$ cat config.mk
export PLATFORM = sky130hd
export DESIGN_NAME = submod_responder_flat
export DESIGN_NICKNAME = d
export VERILOG_FILES = /design/src/rtl/submod_responder_if.sv /design/src/rtl/submod_responder.sv /design/src/flat_wrapper.sv
export SDC_FILE = /design/constraint.sdc
export NUM_CORES = 1
export LEC_CHECK = 0
export CORE_MARGIN = 1
export CORE_UTILIZATION = 46
export CTS_CLUSTER_DIAMETER = 150
export DETAILED_ROUTE_END_ITERATION = 12
export GPL_ROUTABILITY_DRIVEN = 0
export PLACE_DENSITY = 0.85
export SYNTH_ARGS = -nofsm -noshare
export SYNTH_HDL_FRONTEND = slang
export SYNTH_SLANG_ARGS = --single-unit
$ cat constraint.sdc
create_clock -name clock -period 2.4 [get_ports clock]
set_input_delay 0.24 -clock clock [delete_from_list [all_inputs] [get_ports clock]]
set_output_delay 0.24 -clock clock [all_outputs]
set_load 0.03 [all_outputs]
$ cat src/rtl/submod_responder_if.sv
// Purpose : parent<->submodule command/response bundle for submod_responder.
// Latency : n/a (wires only).
// Backpressure: req_valid/req_ready for commands, resp_valid/resp_ready for results.
//
// Signals:
//   req_valid  parent -> child   command present
//   req_ready  child  -> parent  child can take a command
//   req_op     parent -> child   3-bit opcode
//   req_data   parent -> child   WIDTH-bit operand
//   resp_valid child  -> parent  result present
//   resp_ready parent -> child   parent takes the result
//   resp_data  child  -> parent  register value after the command
//   resp_err   child  -> parent  illegal-opcode flag
//   busy       child  -> parent  command executing
interface submod_responder_if #(
   parameter int WIDTH = 8
);
   logic             req_valid;
   logic             req_ready;
   logic [2:0]       req_op;
   logic [WIDTH-1:0] req_data;
   logic             resp_valid;
   logic             resp_ready;
   logic [WIDTH-1:0] resp_data;
   logic             resp_err;
   logic             busy;

   // Parent side: issues commands, consumes responses.
   modport master (
      output req_valid,
      output req_op,
      output req_data,
      output resp_ready,
      input  req_ready,
      input  resp_valid,
      input  resp_data,
      input  resp_err,
      input  busy
   );

   // Child side: accepts commands, produces responses.
   modport slave (
      input  req_valid,
      input  req_op,
      input  req_data,
      input  resp_ready,
      output req_ready,
      output resp_valid,
      output resp_data,
      output resp_err,
      output busy
   );
endinterface

$ cat src/rtl/submod_responder.sv
// Purpose : child-side responder; executes one parent command against an internal WIDTH-bit register.
// Latency : response valid LATENCY+1 cycles after the accepting edge; one command per LATENCY+2 cycles at best.
// Backpressure: req_ready only in IDLE; response held stable in RESP until resp_ready.
//
// Ports:
//   clock  sole clock, rising edge
//   reset  synchronous, active-high; overrides everything, drops any in-flight command
//   bus    submod_responder_if.slave (request/response handshakes, busy)
//
// Opcodes: 000 READ, 001 INC, 010 ADD, 011 LOAD, 100 CLEAR, 101-111 illegal.
// Arithmetic wraps modulo 2^WIDTH; no carry is reported.
//
// Build option: define SUBMOD_RESPONDER_ERR_EN to flag illegal opcodes on resp_err.
// Without it illegal opcodes act as READ and resp_err is tied low.
module submod_responder #(
   parameter int WIDTH   = 8,
   parameter int LATENCY = 2   // legal range 1..15 (fits the 4-bit countdown)
) (
   input  logic             clock,
   input  logic             reset,
   submod_responder_if.slave bus
);

   // ------------------------------------------------------------------
   // Constants
   // ------------------------------------------------------------------
   localparam logic [2:0] OP_READ  = 3'b000;
   localparam logic [2:0] OP_INC   = 3'b001;
   localparam logic [2:0] OP_ADD   = 3'b010;
   localparam logic [2:0] OP_LOAD  = 3'b011;
   localparam logic [2:0] OP_CLEAR = 3'b100;

   localparam logic [3:0]       LAT_INIT = 4'(LATENCY);
   localparam logic [WIDTH-1:0] ONE      = WIDTH'(1);

   typedef enum logic [1:0] {
      ST_IDLE = 2'd0,
      ST_BUSY = 2'd1,
      ST_RESP = 2'd2
   } state_t;

   // ------------------------------------------------------------------
   // State
   // ------------------------------------------------------------------
   state_t           state_q,     state_d;
   logic [WIDTH-1:0] reg_q,       reg_d;
   logic [3:0]       cnt_q,       cnt_d;
   logic [2:0]       op_q,        op_d;
   logic [WIDTH-1:0] data_q,      data_d;
   logic [WIDTH-1:0] resp_data_q, resp_data_d;

   logic             accept;     // request handshake this cycle
   logic             apply;      // last busy cycle: register updates on this edge
   logic [WIDTH-1:0] new_val;    // register value the latched command produces

   assign accept = (state_q == ST_IDLE) && bus.req_valid;
   assign apply  = (state_q == ST_BUSY) && (cnt_q == 4'd1);

   // ------------------------------------------------------------------
   // Datapath: result of the latched command. Illegal opcodes fall
   // through to the default arm and leave the register unchanged,
   // which is READ behaviour in both builds.
   // ------------------------------------------------------------------
   always_comb begin
      new_val = reg_q;
      case (op_q)
         OP_READ:  new_val = reg_q;
         OP_INC:   new_val = reg_q + ONE;
         OP_ADD:   new_val = reg_q + data_q;
         OP_LOAD:  new_val = data_q;
         OP_CLEAR: new_val = '0;
         default:  new_val = reg_q;
      endcase
   end

   // ------------------------------------------------------------------
   // FSM next-state and datapath next values
   // ------------------------------------------------------------------
   always_comb begin
      state_d     = state_q;
      reg_d       = reg_q;
      cnt_d       = cnt_q;
      op_d        = op_q;
      data_d      = data_q;
      resp_data_d = resp_data_q;

      case (state_q)
         ST_IDLE: begin
            // Operands are captured only here; later changes on the
            // request bus have no effect on this command.
            if (accept) begin
               op_d    = bus.req_op;
               data_d  = bus.req_data;
               cnt_d   = LAT_INIT;
               state_d = ST_BUSY;
            end
         end

         ST_BUSY: begin
            cnt_d = cnt_q - 4'd1;
            if (apply) begin
               reg_d       = new_val;
               resp_data_d = new_val;
               state_d     = ST_RESP;
            end
         end

         ST_RESP: begin
            // resp_data is held by simply not reloading it here.
            if (bus.resp_ready) begin
               state_d = ST_IDLE;
            end
         end

         default: begin
            state_d = ST_IDLE;
         end
      endcase
   end

   // ------------------------------------------------------------------
   // State register
   // ------------------------------------------------------------------
   always_ff @(posedge clock) begin
      if (reset) begin
         state_q     <= ST_IDLE;
         reg_q       <= '0;
         cnt_q       <= '0;
         op_q        <= '0;
         data_q      <= '0;
         resp_data_q <= '0;
      end else begin
         state_q     <= state_d;
         reg_q       <= reg_d;
         cnt_q       <= cnt_d;
         op_q        <= op_d;
         data_q      <= data_d;
         resp_data_q <= resp_data_d;
      end
   end

   // ------------------------------------------------------------------
   // Error flag
   // ------------------------------------------------------------------
`ifdef SUBMOD_RESPONDER_ERR_EN
   logic resp_err_q, resp_err_d;
   logic illegal_op;

   assign illegal_op = (op_q == 3'b101) || (op_q == 3'b110) || (op_q == 3'b111);

   // Flag is set with the response and survives until the next command
   // is accepted, so the parent can still read it after the handshake.
   always_comb begin
      resp_err_d = resp_err_q;
      if (accept) begin
         resp_err_d = 1'b0;
      end else if (apply) begin
         resp_err_d = illegal_op;
      end
   end

   always_ff @(posedge clock) begin
      if (reset) begin
         resp_err_q <= 1'b0;
      end else begin
         resp_err_q <= resp_err_d;
      end
   end

   assign bus.resp_err = resp_err_q;
`else
   assign bus.resp_err = 1'b0;
`endif

   // ------------------------------------------------------------------
   // Outputs: all decoded from registered state, no input-to-output paths
   // ------------------------------------------------------------------
   assign bus.req_ready  = (state_q == ST_IDLE);
   assign bus.resp_valid = (state_q == ST_RESP);
   assign bus.busy       = (state_q == ST_BUSY);
   assign bus.resp_data  = resp_data_q;

endmodule

$ cat src/flat_wrapper.sv
// flat-port wrapper written by rule: the top's interface ports become plain ports
module submod_responder_flat 
#(
   parameter int WIDTH   = 8,
   parameter int LATENCY = 2                                                  
)
  (clock, reset, bus_req_valid, bus_req_op, bus_req_data, bus_resp_ready, bus_req_ready, bus_resp_valid, bus_resp_data, bus_resp_err, bus_busy);
  submod_responder_if #(.WIDTH(WIDTH)) bus_i ();
  input  logic clock;
  input  logic reset;
  input wire logic [$bits(bus_i.req_valid)-1:0] bus_req_valid;
  input wire logic [$bits(bus_i.req_op)-1:0] bus_req_op;
  input wire logic [$bits(bus_i.req_data)-1:0] bus_req_data;
  input wire logic [$bits(bus_i.resp_ready)-1:0] bus_resp_ready;
  output wire logic [$bits(bus_i.req_ready)-1:0] bus_req_ready;
  output wire logic [$bits(bus_i.resp_valid)-1:0] bus_resp_valid;
  output wire logic [$bits(bus_i.resp_data)-1:0] bus_resp_data;
  output wire logic [$bits(bus_i.resp_err)-1:0] bus_resp_err;
  output wire logic [$bits(bus_i.busy)-1:0] bus_busy;
  assign bus_i.req_valid = bus_req_valid;
  assign bus_i.req_op = bus_req_op;
  assign bus_i.req_data = bus_req_data;
  assign bus_i.resp_ready = bus_resp_ready;
  assign bus_req_ready = bus_i.req_ready;
  assign bus_resp_valid = bus_i.resp_valid;
  assign bus_resp_data = bus_i.resp_data;
  assign bus_resp_err = bus_i.resp_err;
  assign bus_busy = bus_i.busy;
  submod_responder #(.WIDTH(WIDTH), .LATENCY(LATENCY)) u_core (.clock(clock), .reset(reset), .bus(bus_i));
endmodule
; ---- Yosys cells after proc, flatten, opt, wreduce, memory -nomap -nowiden
; Index checks and enable logic that the tools add are counted.
; Widths: inputs -> output; s select.
[totals]
register_bits = 25
latchBits = 0
ramBits = 0
rom_bits = 0
output_inout_bits = 12
elab_cells = 34
mem_count = 0
[op_classes]
addsub = 3
n_mul = 0
div = 0
order_cmp = 0
n_eq_ne = 10
shifts = 0
mux = 7
bitwise = 0
reduce_logical = 9
[op_table]
columns = operator, n
row1 = $pmux 8 s4, 1
row2 = $add 8x1->8 const B, 1
row3 = $add 8x8->8, 1
row4 = $pmux 4 s2, 1
row5 = $eq 3x2->1 const B, 2
row6 = $mux 2, 3
row7 = $pmux 2 s3, 1
row8 = $reduce_and 3->1, 2
row9 = $eq 4x1->1 const B, 1
row10 = $mux 4, 1
row11 = $ne 2x1->1 const B, 2
row12 = $reduce_and 2->1, 2
row13 = $reduce_bool 4->1, 1
row14 = $sub 4x1->4 const B, 1
row15 = $eq 3x1->1 const B, 1
row16 = $eq 3x3->1 const B, 1
row17 = $eq 2x1->1 const B, 1
row18 = $eq 2x2->1 const B, 1
row19 = $logic_and 1x1->1, 2
row20 = $logic_not 2->1, 1
row21 = $ne 2x2->1 const B, 1
row22 = $reduce_bool 2->1, 1

; ---- Longest topological paths before layout
[logic_depth]
depth_word = 4
depth_mapped = 9

; ---- Worst setup path before layout
; OpenSTA, ideal clock, no wires.
[synth_timing]
path_type = reg2reg
startpoint = register u_core.op_q[2]
endpoint = register u_core.reg_q[4]
setup_time_ns = 0.086
arrival_time_ns = 2.196
required_ns = 2.314
slack_ns = 0.119
stages_incl_launch_ff = 10
n_path_buf = 0
synth_period_minus_slack_ns = 2.281
path_cell_list = dfxtp_1 -> nor3b_1 -> nand2b_1 -> ha_1 -> fa_1 -> a21o_1 -> a21oi_1 -> xnor2_1 -> a22oi_1 -> a211oi_1
[synth_via]
elab_chain_cells = 3
elab_cells_between_ends = 7
cone_classes = eq/ne: 4 / mux: 1 / reduce/logical: 2
[synth_rtl]
columns = item, line
row1 = "start, declared", submod_responder.sv:48  ; logic [2:0] op_q, op_d;
row2 = "start signal, assigned", submod_responder.sv:136  ; op_q <= op_d;
row3 = "$eq 3x1->1, or another cell as far along", submod_responder.sv:66  ; case (op_q)
row4 = $reduce_bool 4->1 (no line), n/a
row5 = $reduce_and 3->1 (no line), n/a
row6 = "end signal, assigned", submod_responder.sv:134  ; reg_q <= reg_d;
row7 = "end, declared", submod_responder.sv:46  ; logic [WIDTH-1:0] reg_q, reg_d;
; Parallel ways exist; a longest one is shown, timed or not.
; A chain may end at the register's enable or synchronous reset.

; ---- Worst setup path after layout
[layout_timing]
startpoint = register u_core.op_q[0]
endpoint = register u_core.reg_q[3]
; Same word-level chain as after synthesis.

==> impl_metrics.toml <==
[detailed_routing]
route.detailed.drc = 2
routedWlPerCell_um = 14.96
wirelength_um = 3441
met3_length_um = 121
drtAntennaViolNets = 0
wl_met2_um = 1706
vias_per_cell = 5.861
vias = 1348
drt_iter0_drc = 45
met1_length_um = 1521
firstDrtPassIters = 8
maxUsedRoutingLayer = "met4"

[worst_setup_path]
cp_slowest_cell = "dfxtp_2"
crit_chain = "nor3b_2 > buf_4 > and2_4 > ha_1 > a211oi_2 > buf_4 > nor2_1 > nor3_1 > a21oi_1 > a211oi_1"
crit_type = "reg2reg"
arrival_ns = 2.52
cp_slowest_stage_delay_ns = 0.37
startpoint_type = "flip-flop"
crit_top_cell = "buf_4"
crit_path_end_kind = "flip-flop"
path_max_fanout = 7
cp_data_required_time_ns = 2.64

[floorplanning]
die_height_um = 57.29
floorplan.initialDensity_pct = 49.71
io_pins = 27
die_w_um = 57.29
rows = 19
core_area_mm2 = 0.002829
dieArea_mm2 = 0.003282

[cells_and_area]
antenna_cells = 0
fill_cells = 244
seq_area_um2 = 503.0
layout.cells.non_filler = 230
area_delta_synth_final_pct = 24.02
drive_above_1_share_pct = 12.06
final_nets = 225
multi_input_area_um2 = 872.1

[place]
hpwl_um = 2335
pre_cts_ws_ns = -0.03855
placed_cells_incl_taps = 224
io_buffers = 25

[timing]
setup_tns_ns = 0
worst_clock_skew_ns = 0.004966
slew_violations = 0
tightest_slew_ns = 0.9246
period_minus_slack_ns = 2.279
setup_ws_ns = 0.1208
fmax_mhz = 438.7
max_slew_margin_pct = 38.17
finalSetupViolCount = 0
finalHoldViolCount = 0
timing.final.crit_share_pct = 94.97

[logic_synthesis]
yosys.cell_types.count = 37
ys_ff_latch = 25
async_flop_share_pct = 0
synth_common_cells = "nand2_1 (26), dfxtp_1 (25), nor2_1 (20)"
synthTopCellsByArea = "dfxtp_1 (36%), ha_1 (8.0%), a211oi_1 (6.9%)"
synth_warnings = 0
synth_top_area_cell = "dfxtp_1"
netlist_instances = 173
synthFlopType = "dfxtp_1"
synth-seq-area-share_pct = 35.59
synth.top_cell.area_share_pct = 35.59
syn-cell-area_mm2 = 0.001406
synth_most_common_cell = "nand2_1"
synth_edf_count = 0
avgSynthCellArea_um2 = 8.129
synthesis.nets = 198

[grt]
grt_max_degree = 26
antenna_found_initial = 0
overflow = 0
track_usage_pct = 21.19
grt_pass1_wl_um = 5423
grt_pass1_vias = 1245

[clocking]
cts_hold_buf = 0
root_buffer = "clkbuf_4"
cts_htree_levels = 1
clkSinkCount = 25
ctsLongestPathBuffers = 2
clock_latency_ns = 0.33
cts_buffers = 3
clk_pin_slew_ns = 0.14
cts_tree = "done"

[outcome]
status = "complete, but fails checks"
violations = "design-rule violations"

[power]
p_leak_nw = 0.7273
p_per_area_mw_per_mm2 = 468.5
ir_drop_mv = 0.3097

[min_path]
hold_class = "in2reg"

[job]
maxCapViolCount = 0
-- final cells by class --
cell class	instances	share of cell area, %
well taps	31	2.224
flip-flops and latches	25	28.84
clock inverters	1	0.2869
repair buffers	30	16.50
clock buffers	3	1.291
multi-input cells	136	50.00
inverters	4	0.8608
-- worst max-delay path, delay by kind of cell (launching register included) --
| family | cells | cell delay [ns] |
|---|---|---|
| AOI/OAI and AO/OA | 3 | 0.65 |
| adders and majority gates | 1 | 0.25 |
| buffers and inverters | 2 | 0.34 |
| DFF | 1 | 0.37 |
| and+or+nand+nor | 4 | 0.59 |
-- timing repair --
action / in CTS / in global routing
endpoints found under the setup margin: 3 / 4
pin swaps: 0 / 3
hold endpoints to repair: 0 / 0
setup buffers: 0 / 2
gates resized for setup: 4 / 6
-- cell families (layout without fill, tap and decap cells) --
family | Yosys count | count (layout) | share of synthesized area [%]
adder cells (fa/ha/maj) | 10 | 10 | 9.431
AO/OA/AOI/OAI | 49 | 49 | 22.95
AND/OR/NAND/NOR | 71 | 71 | 24.56
flip-flops | 25 | 25 | 35.59
buffers and inverters | 12 | 38 | 4.092
other | 1 | 1 | 0.2666
XOR/XNOR | 5 | 5 | 3.114
-- metal layers --
| metal | up-vias | track usage, % |
|---|---|---|
| met1 | 636 | 27.23 |
| met2 | 44 | 33.95 |
| met5 | - | 0 |
| li1 | 657 | - |
| met4 | 0 | 12.89 |
| met3 | 11 | 2.721 |
-- worst paths after layout --
check                                      start          endpoint  slack (ns)  depth (start not counted)
worst max-delay path              u_core.op_q[0]   u_core.reg_q[3]        0.12                         10
worst max register to register    u_core.op_q[0]   u_core.reg_q[3]        0.12                         10
worst min-delay path             bus_req_data[1]  u_core.data_q[1]        0.43                          3
worst min register to register  u_core.data_q[2]  u_core.data_q[2]        0.48                          2
-- power by group --
| group | internal, W | switching (W) |
|---|---|---|
| Combinational | 0.0000716 | 0.0000926 |
| Clock | 0.0000627 | 0.000132 |
| Sequential | 0.000438 | 0.0000197 |
| Total | 0.000573 | 0.000244 |
-- state kept, by name, indices dropped and copies added, names as in the netlist --
| name | cells |
|---|---|
| u_core.state_q | 2 |
| u_core.reg_q | 8 |
| u_core.op_q | 3 |
| u_core.cnt_q | 4 |
| u_core.data_q | 8 |
-- metrics by stage --
stage / power [W] / utilization [%] / hold slack (ns) / instance area [um2]
final: 0.0008172 / 61.65 / 0.4350 / 1744
after global routing: 0.0008592 / 61.65 / 0.4358 / 1744
after CTS: 0.0008188 / 60.73 / 0.4298 / 1718
after detailed placement: 0.0006258 / 59.22 / 0.4676 / 1675
after global placement: 0.0006180 / 59.22 / 0.4609 / 1675
after floorplan: 0.0005660 / - / 0.3760 / 1406
-- placed cells by master (no fill, tap or decap), types with 3 or more instances in the layout --
cell type        netlist  routed
a21oi_1               18      17
nor2_1                20      20
and2_1                 7       6
a22oi_1                4       4
clkbuf_4               0       3
inv_1                  4       4
ha_1                   9       7
a21o_1                 6       6
xor2_1                 3       3
a211oi_1              13      12
clkdlybuf4s50_1        0      25
dfxtp_1               25      23
nor3_1                 4       4
buf_4                  1       5
nand2_1               26      26
Note: power is estimated with default switching activity, not from simulation.
